===== src/rtl/day1_line_parser.sv =====
// Streaming parser for rotation commands ("L68\n", "R30\n", ...) feeding a puzzle core.
// Emits one registered command per line; flags malformed input with a sticky error.
module day1_line_parser #(
    parameter int unsigned WIDTH = 16
) (
    input  logic             clock,
    input  logic             reset,
    input  logic             in_valid,
    input  logic [7:0]       in_data,
    input  logic             in_last,
    output logic             in_ready,
    output logic             valid,
    input  logic             ready,
    output logic             rotation,
    output logic [WIDTH-1:0] rotate_amount,
    output logic             done,
    output logic             error,
    output logic [WIDTH-1:0] cmd_count
);

    localparam int unsigned EW = WIDTH + 4;

    typedef enum logic [2:0] {
        DIR,
        NUM,
        EMIT,
        DONE,
        ERR
    } state_t;

    state_t           state_q, state_d;
    logic [WIDTH-1:0] acc_q, acc_d;
    logic [3:0]       digit_cnt_q, digit_cnt_d;
    logic             last_q, last_d;
    logic             rotation_d;
    logic [WIDTH-1:0] rotate_amount_d;
    logic [WIDTH-1:0] cmd_count_d;
    logic             accept;
    logic             is_digit, is_nl, is_cr, is_l, is_r;
    logic [EW-1:0]    acc_ext;

    always_comb begin
        accept   = in_valid && in_ready;
        is_digit = (in_data >= 8'h30) && (in_data <= 8'h39);
        is_nl    = (in_data == 8'h0A);
        is_cr    = (in_data == 8'h0D);
        is_l     = (in_data == 8'h4C);
        is_r     = (in_data == 8'h52);
        // Extra 4 bits let overflow be detected instead of wrapping.
        acc_ext  = ({4'b0000, acc_q} * EW'(10)) + EW'(in_data[3:0]);
    end

    always_comb begin
        state_d         = state_q;
        acc_d           = acc_q;
        digit_cnt_d     = digit_cnt_q;
        last_d          = last_q;
        rotation_d      = rotation;
        rotate_amount_d = rotate_amount;
        cmd_count_d     = cmd_count;

        case (state_q)
            DIR: begin
                if (accept) begin
                    last_d = last_q | in_last;
                    if (is_l || is_r) begin
                        rotation_d  = is_r;
                        acc_d       = '0;
                        digit_cnt_d = '0;
                        state_d     = in_last ? ERR : NUM;
                    end else if (is_nl || is_cr) begin
                        state_d = in_last ? DONE : DIR;
                    end else begin
                        state_d = ERR;
                    end
                end
            end
            NUM: begin
                if (accept) begin
                    last_d = last_q | in_last;
                    if (is_digit) begin
                        if (acc_ext[EW-1:WIDTH] != '0) begin
                            state_d = ERR;
                        end else begin
                            acc_d       = acc_ext[WIDTH-1:0];
                            digit_cnt_d = (digit_cnt_q == '1) ? digit_cnt_q : digit_cnt_q + 4'd1;
                            state_d     = in_last ? EMIT : NUM;
                        end
                    end else if (is_cr) begin
                        if (in_last) begin
                            state_d = (digit_cnt_q != '0) ? EMIT : ERR;
                        end
                    end else if (is_nl) begin
                        state_d = (digit_cnt_q != '0) ? EMIT : ERR;
                    end else begin
                        state_d = ERR;
                    end
                end
                if (state_d == EMIT) begin
                    rotate_amount_d = acc_d;
                end
            end
            EMIT: begin
                if (ready) begin
                    cmd_count_d = cmd_count + 1'b1;
                    state_d     = last_q ? DONE : DIR;
                end
            end
            default: begin
                state_d = state_q;
            end
        endcase
    end

    always_ff @(posedge clock) begin
        if (reset) begin
            state_q       <= DIR;
            acc_q         <= '0;
            digit_cnt_q   <= '0;
            last_q        <= 1'b0;
            in_ready      <= 1'b1;
            valid         <= 1'b0;
            rotation      <= 1'b0;
            rotate_amount <= '0;
            done          <= 1'b0;
            error         <= 1'b0;
            cmd_count     <= '0;
        end else begin
            state_q       <= state_d;
            acc_q         <= acc_d;
            digit_cnt_q   <= digit_cnt_d;
            last_q        <= last_d;
            // Status outputs are registered from the next state so they align with it.
            in_ready      <= (state_d == DIR) || (state_d == NUM);
            valid         <= (state_d == EMIT);
            rotation      <= rotation_d;
            rotate_amount <= rotate_amount_d;
            done          <= (state_d == DONE);
            error         <= (state_d == ERR);
            cmd_count     <= cmd_count_d;
        end
    end

endmodule


===== config.mk =====
export PLATFORM = sky130hd
export DESIGN_NAME = day1_line_parser
export DESIGN_NICKNAME = d
export VERILOG_FILES = /design/src/rtl/day1_line_parser.sv
export SDC_FILE = /design/constraint.sdc
export NUM_CORES = 1
export LEC_CHECK = 0
export CAP_MARGIN = 20
export CORE_MARGIN = 2
export CORE_UTILIZATION = 49
export CTS_CLUSTER_DIAMETER = 60
export DETAILED_ROUTE_END_ITERATION = 8
export GPL_ROUTABILITY_DRIVEN = 0
export GPL_TIMING_DRIVEN = 0
export PLACE_DENSITY = 0.72
export SYNTH_ARGS = -nofsm -noshare
export SYNTH_HDL_FRONTEND = slang
export SYNTH_SLANG_ARGS = --single-unit

===== constraint.sdc =====
create_clock -name clock -period 6.85 [get_ports clock]
set_input_delay 1.37 -clock clock [delete_from_list [all_inputs] [get_ports clock]]
set_output_delay 1.37 -clock clock [all_outputs]
set_load 0.005 [all_outputs]

# ---- Word-level counts from Yosys, hierarchy flattened
# Cells that the tools add are included.
dict set report totals {
  in_bits 13
  regBits 61
  latchBits 0
  memories 0
  out_inout_bits 37
  rom_bits 0
  ram_bits 0
}
dict set report op_classes {
  n_shift 0
  bitwise 1
  n_reduce_logical 17
  eq_ne 18
  multipliers 1
  div_mod_pow 0
  add_sub_neg 3
  order_cmp 2
  mux 30
}
# cell count
set ops {}
lappend ops {{2-to-1 mux 16 bit} 5}
lappend ops {{2-to-1 mux 3 bit} 13}
lappend ops {{one-hot mux 16 bit (2 select lines)} 1}
lappend ops {{2-to-1 mux 4 bit} 6}
lappend ops {{adder 20 x 4 -> 20 bit} 1}
lappend ops {{multiplier 16 x 3 -> 19 bit (second input constant)} 1}
lappend ops {{adder 16 x 1 -> 16 bit (second input constant)} 1}
lappend ops {{equality test 8 x 4 -> 1 bit (second input constant)} 2}
lappend ops {{equality test 8 x 7 -> 1 bit (second input constant)} 2}
lappend ops {{equality test 3 x 2 -> 1 bit (second input constant)} 4}
lappend ops {{!= test 2 bit (second input constant)} 6}
lappend ops {{one-hot mux 3 bit (3 select lines)} 1}
lappend ops {{>= comparator 8 x 6 -> 1 bit (second input constant)} 1}
lappend ops {{less-or-equal comparator 8 x 6 -> 1 bit (second input constant)} 1}
lappend ops {{one-hot mux 4 bit (2 select lines)} 1}
lappend ops {{nonzero test 4 bit} 2}
lappend ops {{AND reduction 7 bit} 1}
lappend ops {{equality test 3 x 1 -> 1 bit (second input constant)} 2}
lappend ops {{logical NOT 3 bit} 2}
lappend ops {{2-to-1 mux 2 bit} 3}
lappend ops {{AND reduction 2 bit} 3}
lappend ops {{AND reduction 3 bit} 2}
lappend ops {{adder 4 x 1 -> 4 bit (second input constant)} 1}
lappend ops {{equality test 4 bit (second input constant)} 1}
lappend ops {{6 further kinds} 9}

# ---- Depth between registers and ports, before layout
# Gate-level depths: netlist of the first run.
dict set report logic_depth {
  depth_word 10
  ltp_mapped 16
}

# ---- Worst setup path before layout of the first run
# Ideal clock, no wire load.
dict set report synth_timing {
  path_type {input to register}
  start {input in_data[1]}
  end {register rotate_amount[5]}
  slack_ns 2.921
  setup_time_ns 0.086
  arrival_time_ns 3.844
  path_stages 12
  path_cell_list {ha_1 -> fa_1 -> a21o_1 -> nand2_1 -> nor3_1 -> and3b_1 -> and3b_1 -> a21o_1 -> nor3_2 -> buf_4 -> mux2_2 -> a211oi_1}
}
dict set report synth_via {
  elab_chain_len 8
  word_cells_on_any_way 18
}
# element line
set synth_lines {}
lappend synth_lines {{start, declared} 9} ;# input logic [7:0] in_data,
lappend synth_lines {{adder 20 x 4 -> 20 bit / equality test 8 x 4 -> 1 bit (equally long branches)} {50, 45}}
lappend synth_lines {{nonzero test 4 bit / 2-to-1 mux 3 bit (equally long branches)} {82, 93}}
lappend synth_lines {{2-to-1 mux 3 bit, on equally long branches} {82, 89}}
lappend synth_lines {{2-to-1 mux 3 bit} 81} ;# if (is_digit) begin
lappend synth_lines {{2-to-1 mux 3 bit} 79} ;# if (accept) begin
lappend synth_lines {{2-to-1 mux 3 bit} 62} ;# case (state_q)
lappend synth_lines {{equality test 3 x 2 -> 1 bit} 99} ;# if (state_d == EMIT) begin
lappend synth_lines {{AND reduction 2 bit (no source line)} --}
lappend synth_lines {{end signal, assigned} 137} ;# rotate_amount <= rotate_amount_d;
lappend synth_lines {{end, declared} 15} ;# output logic [WIDTH-1:0] rotate_amount,
# Parallel ways exist; a longest one is shown, timed or not. The select of a mux whose other input is x is not followed.
# A chain may end at the register's enable or synchronous reset.

# ---- Worst setup path after layout of the first run
dict set report layout_timing {
  start {input in_data[2]}
  end {register rotate_amount[8]}
}
# The elaborated chain is that of the path after synthesis.

==> flow_summary.json, run 1 <==
{
  "pre_cts_ws_ns": 1.74,
  "synth_top_family_by_area": "simple AND/OR/NAND/NOR gates",
  "ant_nets": 0,
  "syn_area_um2": 4080,
  "timing.fmax_mhz": 205,
  "nets": 600,
  "syn-instance-count": 491,
  "cp.buffers_inverters": 3,
  "clock_sinks": 61,
  "synth_compound_area_frac": 0.178,
  "p_leak_nw": 1.82,
  "internal_power_w": 0.000550,
  "postSynthAreaPerCell_um2": 8.30,
  "crit_arrival_ns": 5.09,
  "fin_skew_ns": 0.00583,
  "peakVddDrop_v": 0.000109,
  "synthXorXnorAreaFrac": 0.0773,
  "clockBufferDepth": 2,
  "cts_setup_buffers": 0,
  "wl_um": 10100,
  "hold_depth": 2,
  "routedWlPerCell_um": 15.3,
  "hold-path-endpoint": "rotation",
  "ys_seq_area_frac": 0.300,
  "hold_class": "flip-flop to flip-flop",
  "critPathMaxFanout": 10,
  "core_area_um2": 8130,
  "placement.io_buffers": 49,
  "powerDensity_nw_per_um2": 146,
  "synth.distinct_cells": 61,
  "ctsHtreeMaxLevel": 3,
  "r2r-end": "rotate_amount[8]",
  "setup_ws_ns": 1.97,
  "die_area_um2": 9060,
  "async_flop_share": 0,
  "cts_resized": 0,
  "synth_ff_type": "dfxtp_1",
  "cts_made_buffers": 9,
  "reg2reg_depth": 16,
  "start_util": 0.501,
  "ff2ff_setup_slack_ns": 2.33,
  "crit_chain": "clkdlybuf4s50_1, ha_1, a211oi_1, nor4_1, nand3b_1, nor3_2, nand3_2, nor4_4, mux2i_2, nor3_2, buf_4, buf_4, o21ai_0, o22ai_1",
  "dpl.hpwl_um": 7930,
  "setup_viol": 0,
  "switching_power_w": 0.000165,
  "crit_required_ns": 7.06,
  "path_clk_slew_ns": 0.07,
  "synthAdderAreaFrac": 0.114,
  "grt_max_degree": 11,
  "drtPass1Iterations": 5,
  "viasPerCell": 5.76,
  "path_class": "primary input to flip-flop",
  "clk_latency_ns": 0.34,
  "ctsHoldBuffers": 0,
  "die_w_um": 95.2,
  "fin_tns_setup_ns": 0,
  "drc": 0,
  "min_from": "rotation",
  "switching_share": 0.231,
  "finalCritPeriodShare": 0.712,
  "critical-path-max-stage-delay_ns": 0.58,
  "antenna_found_initial": 0,
  "cts_tree": "built",
  "synthMuxAreaShare": 0.0270,
  "mostFrequentLayoutCells": "dfxtp_1 (61), clkdlybuf4s50_1 (49), nor2_1 (46)",
  "final_common_cell": "dfxtp_1",
  "cpMaxStageDelayCell": "clkdlybuf4s50_1",
  "cts_root_buf": "clkbuf_8",
  "worstSetupStartpointType": "primary input",
  "synth-seq-cells": 61,
  "die_h_um": 95.2,
  "worstMarginPinSlew_ns": 0.662,
  "grt_pass1_wl_um": 16100,
  "yosysWarnings": 0,
  "hold_viol": 0,
  "synthSimpleGateAreaFrac": 0.260,
  "grt_usage": 0.227,
  "syn-num-nets": 540,
  "rr_startpoint": "acc_q[1]",
  "grt_pass1_vias": 3542,
  "crit_family": "simple AND/OR/NAND/NOR gates",
  "rsz0062_at_grt": "false",
  "fin_crit_ns": 4.88,
  "n_antenna_cell": 0,
  "vias": 3808,
  "relSlewSlack": 0.555,
  "pwr-share-clk": 0.444,
  "status": "finished, final reports clean",
  "drv_cap": 0,
  "layout-drive-gt1-share": 0.0737,
  "p_seq_frac": 0.501,
  "row_count": 33,
  "cp-end-kind": "flip-flop",
  "first_iter_violations": 208,
  "synth_edf_count": 0,
  "areaGrowthSynthToFinish_pct": 20.0,
  "drv_slew": 0,
  "grt_overflow_total": 0,
  "num_io_pins": 50,
  "combPwrFrac": 0.054
}
[worst register-to-register path: stages (launching register included)]
cell and delay [ns]:
dfxtp_1 0.44, ha_1 0.27, ha_1 0.25, inv_1 0.08
fa_1 0.46, nand2b_1 0.19, nor4_1 0.29, nand3b_1 0.17
nor3_2 0.21, nand3_2 0.18, nor4_4 0.33, mux2i_2 0.55
nor3_2 0.13, buf_4 0.22, buf_4 0.18, o21ai_0 0.32
o22ai_1 0.13
[layout make-up]
class,instances,area (um^2)
multi-input cells,389,2680
inverters,18,67.6
clock buffers,12,145
repair buffers,49,490
plain buffers,23,109
flip-flops and latches,61,1220
clock inverters,4,47.5
well taps,105,131
fillers,731,3240
[Yosys cell counts, types with 4 or more instances]
| library cell | instances | share of area |
|---|---|---|
| dfxtp_1 | 61 | 0.30 |
| nor2_1 | 46 | 0.042 |
| ha_1 | 34 | 0.10 |
| nand3_1 | 31 | 0.038 |
| o21ai_0 | 31 | 0.038 |
| nand2_1 | 27 | 0.025 |
| a21oi_1 | 22 | 0.027 |
| xnor2_1 | 20 | 0.043 |
| inv_1 | 18 | 0.017 |
| xor2_1 | 16 | 0.034 |
| clkbuf_1 | 15 | 0.014 |
| nand2b_1 | 14 | 0.021 |
| nand4_1 | 12 | 0.018 |
| nor3_1 | 12 | 0.015 |
| o22ai_1 | 10 | 0.015 |
| a31oi_1 | 9 | 0.014 |
| a211oi_1 | 8 | 0.015 |
| o21ai_1 | 8 | 0.0098 |
| and3_1 | 6 | 0.0092 |
| nor4_1 | 6 | 0.0092 |
| a21o_1 | 5 | 0.0092 |
| mux2_2 | 5 | 0.014 |
| nor2b_1 | 5 | 0.0077 |
| and2_1 | 4 | 0.0061 |
| mux2i_1 | 4 | 0.0098 |
| nand3b_1 | 4 | 0.0074 |
| nor4bb_1 | 4 | 0.0098 |
[metrics by stage]
step	utilization	area [um^2]	std cells	hold slack, ns	total power [W]
floorplan	-	4080	491	0.448	0.000386
global placement	0.578	4700	645	0.442	0.000405
detailed placement	0.578	4700	645	0.450	0.000405
CTS	0.601	4890	661	0.459	0.000719
global route	0.601	4890	661	0.476	0.000739
finish	0.601	4890	661	0.458	0.000716
[worst max path at each step]
| stage | start | endpoint | slack (ns) | depth (start not counted) |
|---|---|---|---|---|
| after global routing | in_data[2] | rotate_amount[8] | 1.78 | 14 |
| after floorplan | in_data[1] | rotate_amount[5] | 2.92 | 12 |
| after detailed placement | in_data[2] | rotate_amount[10] | 1.74 | 14 |
| after CTS | in_data[2] | rotate_amount[8] | 2.05 | 14 |
| final | in_data[2] | rotate_amount[8] | 1.97 | 14 |
| after global placement | in_data[2] | rotate_amount[9] | 1.76 | 14 |
[routing by layer]
| metal | vias to the layer above | GRT usage | share of wire |
|---|---|---|---|
| met1 | 1758 | 0.311 | 0.47 |
| met3 | 25 | 0.0379 | 0.049 |
| met4 | 0 | 0.0990 | 0.026 |
| met2 | 116 | 0.350 | 0.45 |
| li1 | 1909 | - | - |
| met5 | - | 0 | 0 |
[power by group through the flow]
stage / clock network (W) / logic [W] / registers (W)
global placement: 0 / 0.0000379 / 0.000367
global route: 0.000338 / 0.0000429 / 0.000359
floorplan: 0 / 0.0000196 / 0.000367
detailed placement: 0 / 0.0000384 / 0.000367
CTS: 0.000322 / 0.0000384 / 0.000359
finish: 0.000318 / 0.0000389 / 0.000359
[sequential cells by signal (all words and copies together) (netlist names), 3 cells and up]
register	cells
digit_cnt_q	4
state_q	3
acc_q	16
cmd_count	16
rotate_amount	16
[logic make-up (layout without fill, tap and decap cells)]
| kind of cell | Yosys count | after routing |
|---|---|---|
| muxes | 10 | 10 |
| AOI/OAI and AO/OA | 114 | 114 |
| adders and majority gates | 36 | 36 |
| and+or+nand+nor | 193 | 193 |
| buffers and inverters | 41 | 106 |
| xor gates and xnor gates | 36 | 36 |
| DFF | 61 | 61 |
Power figures use the tool's default switching activity.
==> run 2, diff against run 1 <==
--- a/config.mk
+++ b/config.mk
@@ -12,7 +12,7 @@
 export DETAILED_ROUTE_END_ITERATION = 8
 export GPL_ROUTABILITY_DRIVEN = 0
 export GPL_TIMING_DRIVEN = 0
-export PLACE_DENSITY = 0.72
+export PLACE_DENSITY = 0.74
 export SYNTH_ARGS = -nofsm -noshare
 export SYNTH_HDL_FRONTEND = slang
 export SYNTH_SLANG_ARGS = --single-unit
==> constraint.sdc (replaced) <==
create_clock -name clock -period 4.2 [get_ports clock]
set_input_delay 0.84 -clock clock [delete_from_list [all_inputs] [get_ports clock]]
set_output_delay 0.84 -clock clock [all_outputs]
set_load 0.005 [all_outputs]
==> run 2 against run 1 <==
  * Global-route usage increased by 1.6 points
  * Sequential share of layout area decreased by 0.87 points
  * Design area increased by 3.7%
  * Combinational power increased by 76%
  * Clock-buffer cell count decreased by 1
  * Via count increased by 3.9%
  * Clock skew increased by 0.0055 ns
  * Power increased by 68%
  * Clock power increased by 72%
  * Non-clock buffer count increased by 9
  * Worst setup slack got worse by 1.8 ns
==> flow_summary.json, run 2 (synthesis results as in run 1) <==
{
  "hold_viol": 0,
  "p_seq_frac": 0.488,
  "routed.top_layer": "met4",
  "relSlewSlack": 0.614,
  "cp-end-kind": "flip-flop",
  "layout-drive-gt1-share": 0.117,
  "drv_slew": 0,
  "nets": 609,
  "cts_tree": "built",
  "crit_required_ns": 4.46,
  "min_from": "rotation",
  "reg2reg_depth": 16,
  "reg_top3": "acc_q (16), cmd_count (16), rotate_amount (16)",
  "clock_sinks": 61,
  "ctsHoldBuffers": 0,
  "critPathMaxFanout": 7,
  "hold_depth": 2,
  "core_area_um2": 8130,
  "worstMarginPinSlew_ns": 0.574,
  "row_count": 33,
  "clockBufferDepth": 2,
  "fin_crit_ns": 4.04,
  "wl_met3_um": 736,
  "mostFrequentLayoutCells": "dfxtp_1 (60), clkdlybuf4s50_1 (49), nor2_1 (46)",
  "path_clk_slew_ns": 0.08,
  "n_fill_cell": 685,
  "switching_share": 0.236,
  "routedWlPerCell_um": 15.9,
  "first_iter_violations": 238,
  "start_util": 0.501,
  "placed_cells": 645,
  "grt_pass1_wl_um": 17400,
  "die_w_um": 95.2,
  "cts_made_buffers": 9,
  "fin_cells": 670,
  "drv_cap": 0,
  "seq_area_um2": 1220,
  "ctsHtreeMaxLevel": 3,
  "fin_skew_ns": 0.0113,
  "wl_met1_um": 4730,
  "grt_pass1_vias": 3599,
  "drc": 0,
  "dpl.hpwl_um": 8000,
  "areaGrowthSynthToFinish_pct": 24.5,
  "die_h_um": 95.2,
  "peakVddDrop_v": 0.000119,
  "die_area_um2": 9060,
  "path_class": "flip-flop to flip-flop",
  "viasPerCell": 5.90,
  "pwr-share-clk": 0.456,
  "powerDensity_nw_per_um2": 237,
  "drtPass1Iterations": 6,
  "grt_usage": 0.243,
  "cp-startpoint": "acc_q[3]",
  "pre_cts_ws_ns": -0.402,
  "internal_power_w": 0.000917,
  "num_io_pins": 50,
  "timing.fmax_mhz": 248,
  "setup_viol": 0,
  "rr_startpoint": "acc_q[3]",
  "worstSetupStartpointType": "flip-flop",
  "hold_class": "flip-flop to flip-flop",
  "grt_overflow_total": 0,
  "crit_arrival_ns": 4.30,
  "wl_met2_um": 5000,
  "n_antenna_cell": 0,
  "setup_ws_ns": 0.160,
  "placement.io_buffers": 49,
  "vias": 3956,
  "finalCritPeriodShare": 0.962,
  "multi_input_area_um2": 2760,
  "status": "finished, final reports clean",
  "final_common_cell": "dfxtp_1",
  "switching_power_w": 0.000284,
  "combPwrFrac": 0.057,
  "grt_max_degree": 12,
  "wl_um": 10700,
  "ant_nets": 0,
  "antenna_found_initial": 0,
  "clk_latency_ns": 0.34,
  "final_core_util": 0.624,
  "p_leak_nw": 1.89,
  "cts_root_buf": "clkbuf_8"
}
run 2: cell types whose count changed in the layout (fill, tap and decap cells not counted), sizes merged:
cell      change
clkinvlp      +1
buf           +9
clkbuf        -1
run 2: power by group through the flow:
stage	logic (W)	registers [W]	clock network, W
2_1_floorplan	0.0000320	0.000598	0
3_3_place_gp	0.0000626	0.000598	0
3_5_place_dp	0.0000640	0.000598	0
4_1_cts	0.0000650	0.000585	0.000549
5_1_grt	0.0000742	0.000586	0.000579
6_report	0.0000684	0.000585	0.000547
run 2: repair_timing:
| action | 4_1_cts | 5_1_grt |
|---|---|---|
| gates resized for setup | 9 | 20 |
| setup endpoints to repair | 17 | 38 |
| setup buffers | 1 | 8 |
| pin swaps | 1 | 8 |
run 2: through the flow:
stage                     cell area, um^2  TNS [ns]  hold slack, ns  power [W]
after global placement               4700     -4.05           0.449   0.000661
final                                5070         0           0.464    0.00120
after global routing                 5070    -0.659           0.506    0.00124
after floorplan                      4080         0           0.448   0.000630
after CTS                            4940   -0.0177           0.460    0.00120
after detailed placement             4700     -6.42           0.450   0.000662
run 2: worst paths after layout:
check | end | slack, ns
max | rotate_amount[5] | 0.16
min | rotation | 0.46
max reg2reg | rotate_amount[5] | 0.16
min reg2reg | rotation | 0.46
run 2: layout make-up:
class | instances | area share
Sequential cell | 61 | 0.241
Clock buffer | 11 | 0.0298
Inverter | 18 | 0.0133
Multi-Input combinational cell | 389 | 0.544
Timing Repair Buffer | 58 | 0.111
Tap cell | 105 | 0.0259
Clock inverter | 5 | 0.0116
Buffer | 23 | 0.0242
run 2: per-layer routing:
layer / GRT usage / vias to the layer above
met5: 0 / -
met4: 0.0833 / 0
met3: 0.0482 / 22
met2: 0.381 / 136
met1: 0.334 / 1872
li1: - / 1926
run 2: critical path, stage by stage (launching register included):
cell and delay [ns]:
dfxtp_1 0.41, ha_1 0.27, ha_2 0.21, inv_1 0.08, fa_1 0.44, nand2b_1 0.19
nor4_2 0.31, nand3b_1 0.17, nor3_2 0.27, nand3_2 0.19, nor4_4 0.24, buf_4 0.17
mux2i_4 0.09, nor3_4 0.24, buf_6 0.15, mux2_2 0.36, a211oi_2 0.21
